## src/rtl/eng_seq_ctrl.sv

```systemverilog
// rtl/eng_seq_ctrl.sv - encode job sequencer: soft-reset, run, count, drain and complete one engine job
module eng_seq_ctrl #(
   parameter int K_MAX     = 8,
   parameter int PKT_CNT_W = 16,
   parameter int SEL_W     = $clog2(K_MAX),
   parameter int KW        = $clog2(K_MAX) + 1
) (
   input  logic                 clk,
   input  logic                 rst,
   input  logic                 job_start,
   input  logic [KW-1:0]        job_k,
   input  logic [PKT_CNT_W-1:0] job_num_pkts,
   input  logic                 job_abort,
   output logic                 job_busy,
   output logic                 job_done,
   output logic                 job_err,
   input  logic                 data_used,
   input  logic                 eng_pl_empty,
   input  logic                 outbuf_eng_full,
   output logic                 cntrl_eng_calc_en,
   output logic                 eng_rstn,
   output logic                 ctrl_din_val_gate,
   output logic [SEL_W-1:0]     bm_col_sel,
   output logic [PKT_CNT_W-1:0] pkt_cnt,
   output logic [15:0]          stall_cnt
);

   typedef enum logic [2:0] {
      S_IDLE  = 3'd0,
      S_CLR   = 3'd1,
      S_RUN   = 3'd2,
      S_DRAIN = 3'd3,
      S_DONE  = 3'd4,
      S_ABRT  = 3'd5
   } state_t;

   state_t               state;
   state_t               next_state;
   logic [KW-1:0]        k_lat;
   logic [PKT_CNT_W-1:0] num_lat;
   logic                 start_ok;
   logic                 active;
   logic                 beat;
   logic                 last_beat;
   logic                 col_wrap;
   logic                 busy_d;
   logic                 done_d;
   logic                 err_d;
   logic                 rstn_d;
   logic                 gate_d;

   assign start_ok = job_start && (job_k != '0) && (job_k <= KW'(K_MAX)) && (job_num_pkts != '0);
   assign active   = (state == S_RUN) || (state == S_DRAIN);

   // Engine may advance only while a job is live and the outbuf has room.
   assign cntrl_eng_calc_en = active && !outbuf_eng_full;

   // A beat is counted only in RUN; an abort in the same cycle wins over the count.
   assign beat      = (state == S_RUN) && data_used && cntrl_eng_calc_en && !job_abort;
   assign last_beat = beat && ((pkt_cnt + PKT_CNT_W'(1)) == num_lat);
   assign col_wrap  = (KW'(bm_col_sel) == (k_lat - KW'(1)));

   // State register plus registered control outputs derived from the upcoming state.
   always_ff @(posedge clk) begin
      if (rst) begin
         state             <= S_IDLE;
         job_busy          <= 1'b0;
         job_done          <= 1'b0;
         job_err           <= 1'b0;
         eng_rstn          <= 1'b1;
         ctrl_din_val_gate <= 1'b0;
      end else begin
         state             <= next_state;
         job_busy          <= busy_d;
         job_done          <= done_d;
         job_err           <= err_d;
         eng_rstn          <= rstn_d;
         ctrl_din_val_gate <= gate_d;
      end
   end

   // Job field latch, packet/column counters and saturating stall counter.
   always_ff @(posedge clk) begin
      if (rst) begin
         k_lat      <= '0;
         num_lat    <= '0;
         pkt_cnt    <= '0;
         bm_col_sel <= '0;
         stall_cnt  <= '0;
      end else if ((state == S_IDLE) && start_ok) begin
         k_lat      <= job_k;
         num_lat    <= job_num_pkts;
         pkt_cnt    <= '0;
         bm_col_sel <= '0;
         stall_cnt  <= '0;
      end else begin
         if (beat) begin
            pkt_cnt    <= pkt_cnt + PKT_CNT_W'(1);
            bm_col_sel <= col_wrap ? '0 : bm_col_sel + SEL_W'(1);
         end
         if (active && outbuf_eng_full && (stall_cnt != 16'hFFFF)) begin
            stall_cnt <= stall_cnt + 16'd1;
         end
      end
   end

   // Next-state selection; abort overrides everything in CLR, RUN and DRAIN.
   always_comb begin
      next_state = state;
      case (state)
         S_IDLE:  if (start_ok) next_state = S_CLR;
         S_CLR:   next_state = job_abort ? S_ABRT : S_RUN;
         S_RUN: begin
            if (job_abort)      next_state = S_ABRT;
            else if (last_beat) next_state = S_DRAIN;
         end
         S_DRAIN: begin
            if (job_abort)         next_state = S_ABRT;
            else if (eng_pl_empty) next_state = S_DONE;
         end
         S_DONE:  next_state = S_IDLE;
         S_ABRT:  next_state = S_IDLE;
         default: next_state = S_IDLE;
      endcase
   end

   // Next-cycle values of the registered outputs.
   always_comb begin
      busy_d = (next_state != S_IDLE);
      done_d = (next_state == S_DONE);
      err_d  = (state == S_IDLE) && job_start && !start_ok;
      rstn_d = !((next_state == S_CLR) || (next_state == S_ABRT));
      gate_d = (next_state == S_RUN);
   end

endmodule

```

## config.mk

```make
export PLATFORM = sky130hd
export DESIGN_NAME = eng_seq_ctrl
export DESIGN_NICKNAME = d
export VERILOG_FILES = /design/src/rtl/eng_seq_ctrl.sv
export SDC_FILE = /design/constraint.sdc
export NUM_CORES = 1
export LEC_CHECK = 0
export BUFFER_PORTS_ARGS = -buffer_cell sky130_fd_sc_hd__buf_2
export CAP_MARGIN = 20
export CELL_PAD_IN_SITES_DETAIL_PLACEMENT = 0
export CELL_PAD_IN_SITES_GLOBAL_PLACEMENT = 1
export CORE_ASPECT_RATIO = 1.4
export CORE_MARGIN = 2
export CORE_UTILIZATION = 28
export DETAILED_ROUTE_END_ITERATION = 10
export GPL_TIMING_DRIVEN = 0
export HOLD_SLACK_MARGIN = 0.06
export PLACE_DENSITY_LB_ADDON = 0.05
export SLEW_MARGIN = 15
export SYNTH_ARGS = -nofsm -noshare
export SYNTH_HDL_FRONTEND = slang
export SYNTH_SLANG_ARGS = --single-unit
```

## constraint.sdc

```tcl
create_clock -name clk -period 2.12 [get_ports clk]
set_clock_uncertainty 0.2 [all_clocks]
set_input_delay 0.424 -clock clk [delete_from_list [all_inputs] [get_ports clk]]
set_output_delay 0.424 -clock clk [all_outputs]
set_load 0.01 [all_outputs]
```

# After elaboration in Yosys (flattened, before gate mapping)
# Cells that the tools add are included.
[op_classes] div_mod_pow=0 n_lt_le_gt_ge=1 addsub=4 n_bitwise=0 n_mul=0 n_reduce_logical=24 mux=8 n_eq_ne=10 shift=0
[ops] operator="adder 16 x 1 -> 16 bit (second input constant)" count=2
[ops] operator="2-to-1 mux 3 bit" count=7
[ops] operator="equality test 16 bit" count=1
[ops] operator="!= test 16 bit (second input constant)" count=1
[ops] operator="nonzero test 16 bit" count=1
[ops] operator="logical AND 1 bit" count=13
[ops] operator="case mux 3 bit (4 select lines)" count=1
[ops] operator="equality test 3 x 2 -> 1 bit (second input constant)" count=3
[ops] operator="equality test 3 x 1 -> 1 bit (second input constant)" count=2
[ops] operator="equality test 3 bit (second input constant)" count=2
[ops] operator="equality test 3 x 4 -> 1 bit" count=1
[ops] operator="<= comparator 4 bit (second input constant)" count=1
[ops] operator="zero test 1 bit" count=4
[ops] operator="nonzero test 4 bit" count=1
[ops] operator="subtractor 4 x 1 -> 4 bit (second input constant)" count=1
[ops] operator="adder 3 x 1 -> 3 bit (second input constant)" count=1
[ops] operator="zero test 3 bit" count=1
[ops] operator="nonzero test 3 bit" count=1
[ops] operator="logical OR 1 bit" count=2
[ops] operator="OR reduction 2 bit" count=1
[word_totals] out_inout_bits=41 ramBits=0 ff_bits=63 latch_bits=0 input_bits=27 romBits=0 memories=0

# Logic depth before layout (Yosys ltp)
# Gate-level depths: netlist of run 1.
[logic_depth] ltp_word=12 depth_mapped=10 ltp_nobuf=8

# Least setup slack after synthesis of run 1
# Ideal clock, no wire load.
[synth_path] kind="register to register" startpoint="reg pkt_cnt[0]" endpoint="reg eng_rstn" path_buffers=0 slack_ps=-314 setup_ps=127 synth_period_minus_slack_ps=2434 path_stages_with_launch=8 arrival_ps=2107 cell_sequence="dfxtp_1 > ha_1 > and3_1 > nand4_2 > o31a_1 > nor4_1 > a41oi_1 > or3_1"
[synth_via] elab_chain_len=9 word_cells_on_any_way=10
[synth_lines] element="start: declaration" line_no="24" rtl="output logic [PKT_CNT_W-1:0] pkt_cnt,"
[synth_lines] element="start signal: assignment" line_no="98" rtl="pkt_cnt <= pkt_cnt + PKT_CNT_W'(1);"
[synth_lines] element="adder 16 x 1 -> 16 bit *" line_no="60" rtl="assign last_beat = beat && ((pkt_cnt + PKT_CNT_W'(1)) == num_lat);"
[synth_lines] element="equality test 16 bit *" line_no="60"
[synth_lines] element="logical AND 1 bit *" line_no="60"
[synth_lines] element="2-to-1 mux 3 bit *" line_no="115" rtl="else if (last_beat) next_state = S_DRAIN;"
[synth_lines] element="2-to-1 mux 3 bit *" line_no="114" rtl="if (job_abort) next_state = S_ABRT;"
[synth_lines] element="case mux 3 bit (4 select lines) *" line_no="110" rtl="case (state)"
[synth_lines] element="equality test 3 x 1 -> 1 bit or equality test 3 bit (tied branches)" line_no="132" rtl="rstn_d = !((next_state == S_CLR) || (next_state == S_ABRT));"
[synth_lines] element="logical OR 1 bit *" line_no="132"
[synth_lines] element="zero test 1 bit *" line_no="132"
[synth_lines] element="end signal: assignment" line_no="77" rtl="eng_rstn <= rstn_d;"
[synth_lines] element="end: declaration" line_no="21" rtl="output logic eng_rstn,"
# Mark *: on every way between the ends. The rest lies on a longest branch, timed or not.
# A chain may end at the register's enable or synchronous reset.

# Worst setup path after layout of run 1
[layout_path] startpoint="reg pkt_cnt[9]" endpoint="reg eng_rstn"
# The elaborated chain is that of the path after synthesis.

==> results of run 1 <==
-- what timing repair did --
action,in CTS,in global routing
setup endpoints to repair,59,41
pin swaps,10,20
resized for setup,27,70
hold endpoints to repair,0,0
buffers inserted,10,19
cloned,1,2
-- flip-flops by register name, summed over array words and instances, names as in the netlist --
register	count
num_lat	16
pkt_cnt	16
stall_cnt	16
k_lat	4
bm_col_sel	3
state	3
ctrl_din_val_gate	1
eng_rstn	1
job_busy	1
job_done	1
job_err	1
-- layout by cell type (no fill, tap or decap), drive strengths merged, types with 6 or more instances in the layout --
cell type,netlist,final
buf,9,109
nor2,74,74
dfxtp,63,63
xnor2,39,39
mux2i,24,24
nand2,24,24
nand3,20,21
clkbuf,10,16
xor2,15,15
nor3,15,15
a21oi,9,9
nor4,9,9
inv,6,6
nand4,6,6
and3,6,6
-- layer usage --
layer | up-vias | part of all wire [%] | global-route usage, %
met5 | - | 0 | 0
met3 | 13 | 3.9 | 3.70
met4 | 0 | 2.5 | 6.99
met2 | 50 | 54 | 27.9
met1 | 1354 | 40 | 17.8
li1 | 1486 | - | -
-- path summary, 6_finish.rpt --
| check | to | slack [ns] | depth (start not counted) |
|---|---|---|---|
| max | eng_rstn | -0.31 | 8 |
| min | job_err | 0.14 | 2 |
| max reg2reg | eng_rstn | -0.31 | 8 |
| min reg2reg | pkt_cnt[1] | 0.30 | 2 |
-- logic make-up after synthesis --
| logic type | count (synthesis) | share of synthesized area, % |
|---|---|---|
| fa+ha+maj | 4 | 1.57 |
| xor+xnor | 54 | 14.8 |
| flops | 63 | 39.5 |
| mux | 24 | 7.53 |
| simple gates | 173 | 26.6 |
| compound gates | 28 | 6.35 |
| buf+inv | 25 | 3.61 |
-- final cells by class --
| type | count | area, um2 | area share, % |
|---|---|---|---|
| Buffer | 16 | 134 | 2.85 |
| Clock buffer | 12 | 246 | 5.25 |
| Clock inverter | 4 | 45.0 | 0.960 |
| Inverter | 6 | 22.5 | 0.480 |
| Multi-Input combinational cell | 284 | 2190 | 46.7 |
| Sequential cell | 63 | 1300 | 27.7 |
| Tap cell | 144 | 180 | 3.84 |
| Timing Repair Buffer | 97 | 572 | 12.2 |
-- worst max-delay path, stage by stage, from the launching register on --
cell and delay [ns]:
dfxtp_2 0.33, buf_6 0.12, and3_4 0.20, nand3_4 0.09, xor2_1 0.16, o31a_1 0.33
nor4_4 0.33, a41oi_2 0.19, or3_1 0.38
-- stage by stage --
step	setup WS [ns]	std cells
4_1_cts	-0.415	606
2_1_floorplan	-0.0976	371
6_report	-0.312	626
5_1_grt	-0.385	626
3_3_place_gp	-0.848	581
3_5_place_dp	-0.897	581
-- power by group through the flow --
| stage | Sequential (mW) | Combinational [mW] | Clock, mW |
|---|---|---|---|
| 6_report | 1.24 | 0.328 | 1.46 |
| 5_1_grt | 1.25 | 0.358 | 1.57 |
| 4_1_cts | 1.24 | 0.295 | 1.51 |
| 3_5_place_dp | 1.27 | 0.258 | 0 |
| 3_3_place_gp | 1.27 | 0.257 | 0 |
| 2_1_floorplan | 1.27 | 0.170 | 0 |
==> summary.txt, run 1 <==
Synth
  • Primary FF master, synth: dfxtp_1
  • Top post-synthesis cells by area: dfxtp_1 40%, xnor2_1 11%, nor2_1 8.7%
  • Avg Cell Area, Syn: between 8 and 9 um2
  • Post-synthesis register bit count: 63
  • Synth cell count leaders: 74 x nor2_1, 63 x dfxtp_1, 39 x xnor2_1, 24 x mux2i_1, 24 x nand2_1
  • Synth area leader: dfxtp_1
  • Cell Area, Synth: 3190 um2
  • Most common cell in the netlist: nor2_1
  • Synth warnings: 0
  • Post-synth EDFFs: 0
  • Seq/Total Area, Yosys: between 30% and 40%
  • Ys async rst share: 0%
  • Area fraction of the dominant cell type after synthesis: about two fifths
  • Synth unique cells: 47
  • Post-Syn Nets: around 400
  • Synth Instances: between 300 and 400

GRT
  • Initial antenna violation count: 0
  • First-pass GRT wire length: 14,400 um
  • Largest net degree at the start of global routing: 11
  • Total Routing Usage GR: 15.7%
  • Grt ovf: 0
  • Vias in the first global route: approximately 2,700

Floorplanning
  • Die area: 12,300 um2
  • Die Ht: 130 um
  • Io pins: 68
  • CORE AREA: 11,200 um2
  • Core Rows: 46
  • Initial core utilization: 28.4%
  • Die X: between 90 and 100 um

Power
  • Tot Pwr: 3.03 mW
  • Max VDD drop: ~0.34 mV
  • Net load switching power: 728 uW
  • Reg power frac: 41.1%
  • Static leakage: 1.95 nW
  • Switching Share: between 20% and 30%
  • Int Pwr: 2.30 mW
  • PwrDens: roughly 650 nW/um2
  • Clk pwr share: between 40% and 50%
  • Part of the power in combinational logic: a little over a tenth

Run status
  • Failing checks: negative setup slack
  • Outcome: finished, violations left

Clock network
  • Max Root-Sink Buffers: 2
  • CTS root buf: clkbuf_16
  • CTS tree: done
  • Clk slew on worst S/H paths: ~0.050 ns
  • Hold-fix buffers, CTS: 0
  • Skew-Pair Late Insertion Delay: roughly 0.32 ns
  • Num CTS Buffers: 9
  • Clock sinks: 63
  • Clock H-tree levels: 3

Drt
  • Iter 0 DRT Violations: 87
  • Routed vias: 2,903
  • First drt pass iteration count: 4
  • Vias per cell: approximately 4.6
  • Residual DRC count: 0
  • Routed Antenna Nets: 0
  • Post-Route WL: between 9000 and 10,000 um
  • DR WL/cell: 15.2 um

Min path
  • Hold path start: job_start
  • Worst Hold Class: in -> reg

Final layout
  • Util after Layout: a little over two fifths
  • Final Instance Area: roughly 4700 um2
  • Final nets: between 500 and 600
  • Diodes inserted: 0
  • Fill count: ~1,200
  • Share of cells above drive strength 1: 40.5%
  • Area growth syn-to-layout: 47.0%

Job
  • Max_cap viols: 0

STA
  • PnR worst setup slack: -0.312 ns
  • Final setup viols: 3
  • Final hold violations: 0
  • Worst hold slack: 0.143 ns
  • Post-route setup TNS: -0.732 ns
  • RSZ-0062 raised after global routing: true
  • Worst rel slew slack: 60.7%
  • Pins over their slew limit: 0
  • Worst-margin pin slew: between 0.5 and 0.6 ns
  • Fin crit share: 115%
  • Fmax: just over 0.4 GHz
  • Minimum clock period: approximately 2.4 ns

Worst setup path
  • Critical Path Source: pkt_cnt[9]
  • CP Class: reg -> reg
  • Startpoint type of the worst setup path: flop
  • Reg2reg start: pkt_cnt[9]
  • Crit Path Max Fanout: 6
  • Required time worst endpoint: about 2.1 ns
  • CP Capture Type: flop
  • Critical Path AT: between 2 and 2.5 ns

Placement
  • Area post-placement: ~3800 um2
  • IO Port Bufs: between 60 and 70
  • Hpwl dp: between 6000 and 7000 um
  • Routability cong.: slightly below 0.8
No activity file was read; power rests on OpenSTA's default activity.
==> run 2: changes to the inputs <==
--- a/config.mk
+++ b/config.mk
@@ -13,7 +13,6 @@
 export CORE_MARGIN = 2
 export CORE_UTILIZATION = 28
 export DETAILED_ROUTE_END_ITERATION = 10
-export GPL_TIMING_DRIVEN = 0
 export HOLD_SLACK_MARGIN = 0.06
 export PLACE_DENSITY_LB_ADDON = 0.05
 export SLEW_MARGIN = 15
==> summary.txt, run 2 (synthesis gave the netlist of run 1 again) <==
Run status
  • Outcome: finished, violations left
  • Failing checks: negative setup slack

Final layout
  • Top Registers: num_lat: 16 flops, pkt_cnt: 16 flops, stall_cnt: 16 flops
  • Final nets: 551 (+8.5%)
  • Diodes inserted: 0 (unchanged)
  • Most common cell after layout, fill and taps aside: buf_4
  • Non-Filler Instances: 669 (+6.9%)
  • Share of cells above drive strength 1: 41.0% (+0.50 points)
  • Area growth syn-to-layout: 52.7%
  • Commonest cells after routing, fill and taps aside: 84 x buf_4, 72 x nor2_1, 67 x buf_2

STA
  • Pins over their slew limit: 0 (unchanged)
  • Worst rel slew slack: 70.2% (+9.5 points)
  • PnR worst setup slack: -0.148 ns (+0.164 ns)
  • Fin crit share: 107% (-7.8 points)
  • RSZ-0062 raised after global routing: true
  • Worst-margin pin slew: 0.444 ns (-0.146 ns)
  • Fmax: 0.441 GHz (+7.2%)
  • Post-route setup TNS: -0.380 ns (+0.352 ns)
  • Minimum clock period: 2.27 ns (-0.164 ns)
  • Final hold violations: 0 (unchanged)
  • Worst hold slack: 0.130 ns (-0.0134 ns)
  • Final setup viols: 3 (unchanged)

Drt
  • Routed vias: 3,100 (+6.8%)
  • Post-Route WL: 9820 um (+3.0%)
  • Residual DRC count: 0 (unchanged)
  • DR WL/cell: 14.7 um (-3.7%)
  • First drt pass iteration count: 4 (unchanged)
  • Iter 0 DRT Violations: 48 (-45%)
  • Routed Antenna Nets: 0 (unchanged)
  • Vias per cell: 4.63 (about the same)

Power
  • Static leakage: 2.13 nW (+9.5%)
  • PwrDens: 645 nW/um2 (-0.10%)
  • Max VDD drop: 0.361 mV (+6.8%)
  • Tot Pwr: 3.14 mW (+3.8%)

Clock network
  • CTS tree: done
  • CTS root buf: clkbuf_16
  • Skew-Pair Late Insertion Delay: 0.33 ns (about the same)
  • Clk slew on worst S/H paths: 0.05 ns (about the same)
  • Clock sinks: 63 (unchanged)
  • Max Root-Sink Buffers: 2 (unchanged)
  • Num CTS Buffers: 9 (unchanged)
  • Clock H-tree levels: 3 (unchanged)

Worst setup path
  • Cell at the slowest stage of the critical path: dfxtp_4
  • WP buf/inv: 1 (unchanged)
  • CP Class: reg -> reg
  • Worst path top cell family by delay: compound AO/OA/AOI/OAI gates
  • CP max stage delay: 0.36 ns (-0.02 ns)
  • Worst Reg-to-Reg Cells: 7 (-1)
  • CP Capture Type: flop
  • Required time worst endpoint: 2.13 ns (about the same)
  • Critical Path AT: 2.28 ns (-0.16 ns)
  • Levels on crit path: 7 (-1)
  • FF-to-FF setup slack: -0.15 ns (+0.16 ns)
  • Startpoint type of the worst setup path: flop
  • CP dominant cell by count: a2111oi_4
  • CP cell instances: buf_6, xnor2_2, a2111oi_4, nand3_1, a2111oi_4, a41oi_2, or3_1
  • Crit Path Max Fanout: 3 (-3)

Placement
  • Routability cong.: 0.779 (-0.63%)
  • Hpwl dp: 7490 um (+11%)
  • IO Port Bufs: 67 (+1.5%)
  • Worst slack at placement: -0.458 ns (+0.438 ns)
  • Cell count after placement: 647 (+11%)

Min path
  • Worst Hold Depth: 2 (unchanged)
  • Worst Hold Class: in -> reg

Floorplanning
  • Io pins: 68 (unchanged)
  • Core Rows: 46 (unchanged)
  • CORE AREA: 11,200 um2 (unchanged)
  • Die X: 94.2 um (unchanged)
  • Die area: 12,300 um2 (unchanged)
  • Die Ht: 130 um (unchanged)
  • Initial core utilization: 28.4% (unchanged)

GRT
  • Total Routing Usage GR: 17.1% (+1.4 points)
  • Initial antenna violation count: 0 (unchanged)
  • Vias in the first global route: 3,145 (+17%)
  • First-pass GRT wire length: 15,800 um (+9.2%)
  • Largest net degree at the start of global routing: 24 (+13)
  • Grt ovf: 0 (unchanged)

Job
  • Max_cap viols: 0 (unchanged)
run 2: final timing paths:
check,endpoint,startpoint
setup / recovery,eng_rstn,pkt_cnt[0]
hold / removal,job_err,job_start
setup reg to reg,eng_rstn,pkt_cnt[0]
hold reg to reg,stall_cnt[1],stall_cnt[1]
run 2: where the power goes:
| part | internal [mW] | total [mW] | switching, mW | leakage, nW |
|---|---|---|---|---|
| Sequential | 1.22 | 1.25 | 0.0291 | 0.516 |
| Combinational | 0.182 | 0.356 | 0.174 | 1.46 |
| Clock | 1.00 | 1.54 | 0.538 | 0.156 |
| Total | 2.40 | 3.14 | 0.741 | 2.13 |
run 2: metal layers:
metal | vias up | wire length, um | track usage (%)
li1 | 1577 | - | -
met1 | 1448 | 3970 | 18.7
met2 | 53 | 5200 | 30.7
met3 | 22 | 249 | 2.54
met4 | 0 | 394 | 10.6
met5 | - | 0 | 0
run 2: stage by stage:
step                      util, %  cell area, um2
after floorplan                 -            3250
after global placement       38.4            4310
after detailed placement     38.4            4310
after CTS                    42.7            4790
after global routing         43.4            4870
final                        43.4            4870
run 2: area by class of cell:
cell class / instances / area [um2]
fill: 1172 / 6350
inverter: 6 / 22.5
tap: 144 / 180
timing repair buffer: 157 / 1050
sequential: 63 / 1280
multi-input combinational: 283 / 2030
clock inverter: 3 / 40.0
clock buffer: 13 / 270
run 2: repair_timing:
item,4_1_cts,5_1_grt
hold buffers,0,0
endpoints found under the hold margin,0,0
buffers inserted,6,1
pin swaps,17,8
setup endpoints to repair,3,30
resized for setup,25,13
run 2: worst reg2reg max path, delay by kind of cell (launching register included):
family / cells / cell delay (ns)
AOI/OAI and AO/OA: 3 / 0.85
buffers and inverters: 1 / 0.12
and+or+nand+nor: 2 / 0.47
DFF: 1 / 0.36
xor gates and xnor gates: 1 / 0.14
==> run 3: changes to the inputs <==
--- a/config.mk
+++ b/config.mk
@@ -15,7 +15,7 @@
 export DETAILED_ROUTE_END_ITERATION = 10
 export HOLD_SLACK_MARGIN = 0.06
 export PLACE_DENSITY_LB_ADDON = 0.05
-export SLEW_MARGIN = 15
+export SLEW_MARGIN = 20
 export SYNTH_ARGS = -nofsm -noshare
 export SYNTH_HDL_FRONTEND = slang
 export SYNTH_SLANG_ARGS = --single-unit
==> constraint.sdc (replaced) <==
create_clock -name clk -period 2.12 [get_ports clk]
set_clock_uncertainty 0.2 [all_clocks]
set_input_delay 0.106 -clock clk [delete_from_list [all_inputs] [get_ports clk]]
set_output_delay 0.106 -clock clk [all_outputs]
set_load 0.01 [all_outputs]
==> summary.txt, run 3 (synthesis gave the netlist of run 1 again) <==
Final layout
  • Area growth syn-to-layout: 55.1%
  • Share of cells above drive strength 1: 37.2% (-3.8 points)
  • Final nets: 565 (+2.5%)
  • Most common cell after layout, fill and taps aside: buf_4
  • Commonest cells after routing, fill and taps aside: 76 x buf_4, 71 x nor2_1, 67 x buf_2
  • Util after Layout: 44.1% (+0.68 points)
  • Top Registers: num_lat: 16 flops, pkt_cnt: 16 flops, stall_cnt: 16 flops
  • Diodes inserted: 0 (unchanged)

STA
  • Worst rel slew slack: 74.6% (+4.4 points)
  • Final setup viols: 2 (-1)
  • PnR worst setup slack: -0.0880 ns (+0.0600 ns)
  • Pins over their slew limit: 0 (unchanged)
  • Worst-margin pin slew: 0.378 ns (-0.0660 ns)
  • Worst hold slack: 0.0761 ns (-0.0538 ns)
  • Final hold violations: 0 (unchanged)
  • Minimum clock period: 2.21 ns (-0.0600 ns)
  • RSZ-0062 raised after global routing: true
  • Fin crit share: 104% (-2.8 points)
  • Fmax: 0.453 GHz (+2.7%)

Clock network
  • Max Root-Sink Buffers: 2 (unchanged)
  • CTS tree: done
  • Clock H-tree levels: 3 (unchanged)
  • Num CTS Buffers: 9 (unchanged)
  • Clk slew on worst S/H paths: 0.06 ns (about the same)
  • Skew-Pair Late Insertion Delay: 0.33 ns (about the same)
  • Clock sinks: 63 (unchanged)
  • CTS root buf: clkbuf_16

Floorplanning
  • CORE AREA: 11,200 um2 (unchanged)
  • Die area: 12,300 um2 (unchanged)
  • Initial core utilization: 28.4% (unchanged)
  • Die X: 94.2 um (unchanged)
  • Die Ht: 130 um (unchanged)
  • Core Rows: 46 (unchanged)
  • Io pins: 68 (unchanged)

Run status
  • Outcome: finished, violations left
  • Failing checks: negative setup slack

Power
  • Static leakage: 2.13 nW (+0.14%)
  • Max VDD drop: 0.360 mV (-0.23%)
  • PwrDens: 601 nW/um2 (-6.8%)

GRT
  • Met2 usage in global routing: 30.1% (-0.63 points)
  • First-pass GRT wire length: 15,500 um (-1.7%)
  • GR peak layer: met2
  • Largest net degree at the start of global routing: 20 (-17%)
  • Met1 usage: 18.5% (-0.20 points)
  • Total Routing Usage GR: 16.7% (-0.39 points)
  • Initial antenna violation count: 0 (unchanged)
  • Met3 usage: 4.04% (+1.5 points)
  • Grt ovf: 0 (unchanged)
  • Vias in the first global route: 3,041 (-3.3%)

Drt
  • Iter 0 DRT Violations: 88 (+83%)
  • First drt pass iteration count: 4 (unchanged)
  • Post-Route WL: 9890 um (+0.71%)
  • Residual DRC count: 0 (unchanged)
  • Routed Antenna Nets: 0 (unchanged)
  • DR WL/cell: 14.5 um (-1.2%)
  • Vias per cell: 4.55 (-1.7%)
  • Routed vias: 3,106 (+0.19%)

Min path
  • Worst Hold Class: in -> reg

Placement
  • Routability cong.: 0.781 (+0.23%)
  • IO Port Bufs: 67 (unchanged)
  • Hpwl dp: 7420 um (-0.89%)

Worst setup path
  • Critical Path AT: 2.22 ns (-0.06 ns)
  • Startpoint type of the worst setup path: flop
  • CP Class: reg -> reg
  • CP Capture Type: flop
  • Crit Path Max Fanout: 5 (+2)
  • Required time worst endpoint: 2.14 ns (about the same)

Job
  • Max_cap viols: 0 (unchanged)
[run 3: cell types whose count changed in the layout (fill, tap and decap cells not counted), sizes merged]
cell | previous run | this run
clkinv | 2 | 1
clkbuf | 13 | 14
dlygate4sd3 | 0 | 24
buf | 157 | 147
bufinv | 1 | 0
[run 3: path summary, 6_finish.rpt]
path                startpoint           end  slack (ns)  cells past startpoint
setup / recovery    pkt_cnt[0]      eng_rstn       -0.09                      7
hold / removal       job_abort      state[2]        0.08                      4
setup reg to reg    pkt_cnt[0]      eng_rstn       -0.09                      7
hold reg to reg   stall_cnt[1]  stall_cnt[1]        0.30                      2
[run 3: layout make-up]
cell class                      instances  area [um2]
Sequential cell                        63        1280
Fill cell                            1205        6270
Timing Repair Buffer                  171        1210
Multi-Input combinational cell        283        1980
Tap cell                              144         180
Clock inverter                          1        5.00
Clock buffer                           14         264
Inverter                                6        22.5
[run 3: worst max-delay path, cell delays in order (launching register included)]
cell and delay, ns:
dfxtp_4 0.36, ha_4 0.25, xor2_2 0.18, a2111oi_4 0.23, nand3_2 0.14, a2111oi_4 0.26
a41oi_2 0.16, or3_1 0.32
[run 3: repair_timing]
action / 4_1_cts / 5_1_grt
setup buffers: 2 / 3
endpoints found under the hold margin: 25 / 0
pin swaps: 7 / 11
resized for setup: 7 / 29
endpoints found under the setup margin: 3 / 38
hold buffers: 24 / 0
[run 3: per-layer routing]
layer,up-vias,share of wire (%)
met2,67,52
met3,17,5.2
met5,-,0
li1,1589,-
met4,0,2.1
met1,1433,41
[run 3: stage by stage]
| step | setup slack (ns) | setup TNS [ns] | std cells | power, mW | cell area, um2 |
|---|---|---|---|---|---|
| global placement | -0.231 | -0.511 | 638 | 1.58 | 4230 |
| global route | -0.210 | -2.29 | 682 | 3.11 | 4950 |
| detailed placement | -0.312 | -1.32 | 638 | 1.58 | 4230 |
| finish | -0.0880 | -0.153 | 682 | 2.98 | 4950 |
| CTS | -0.197 | -0.444 | 679 | 3.02 | 4800 |
| floorplan | -0.0976 | -0.157 | 371 | 1.43 | 3240 |
[run 3: report_power, final]
group	switching, mW	internal (mW)	total, mW
combinational	0.170	0.198	0.368
clock	0.513	0.847	1.36
sequential	0.0301	1.22	1.25
total	0.714	2.26	2.98
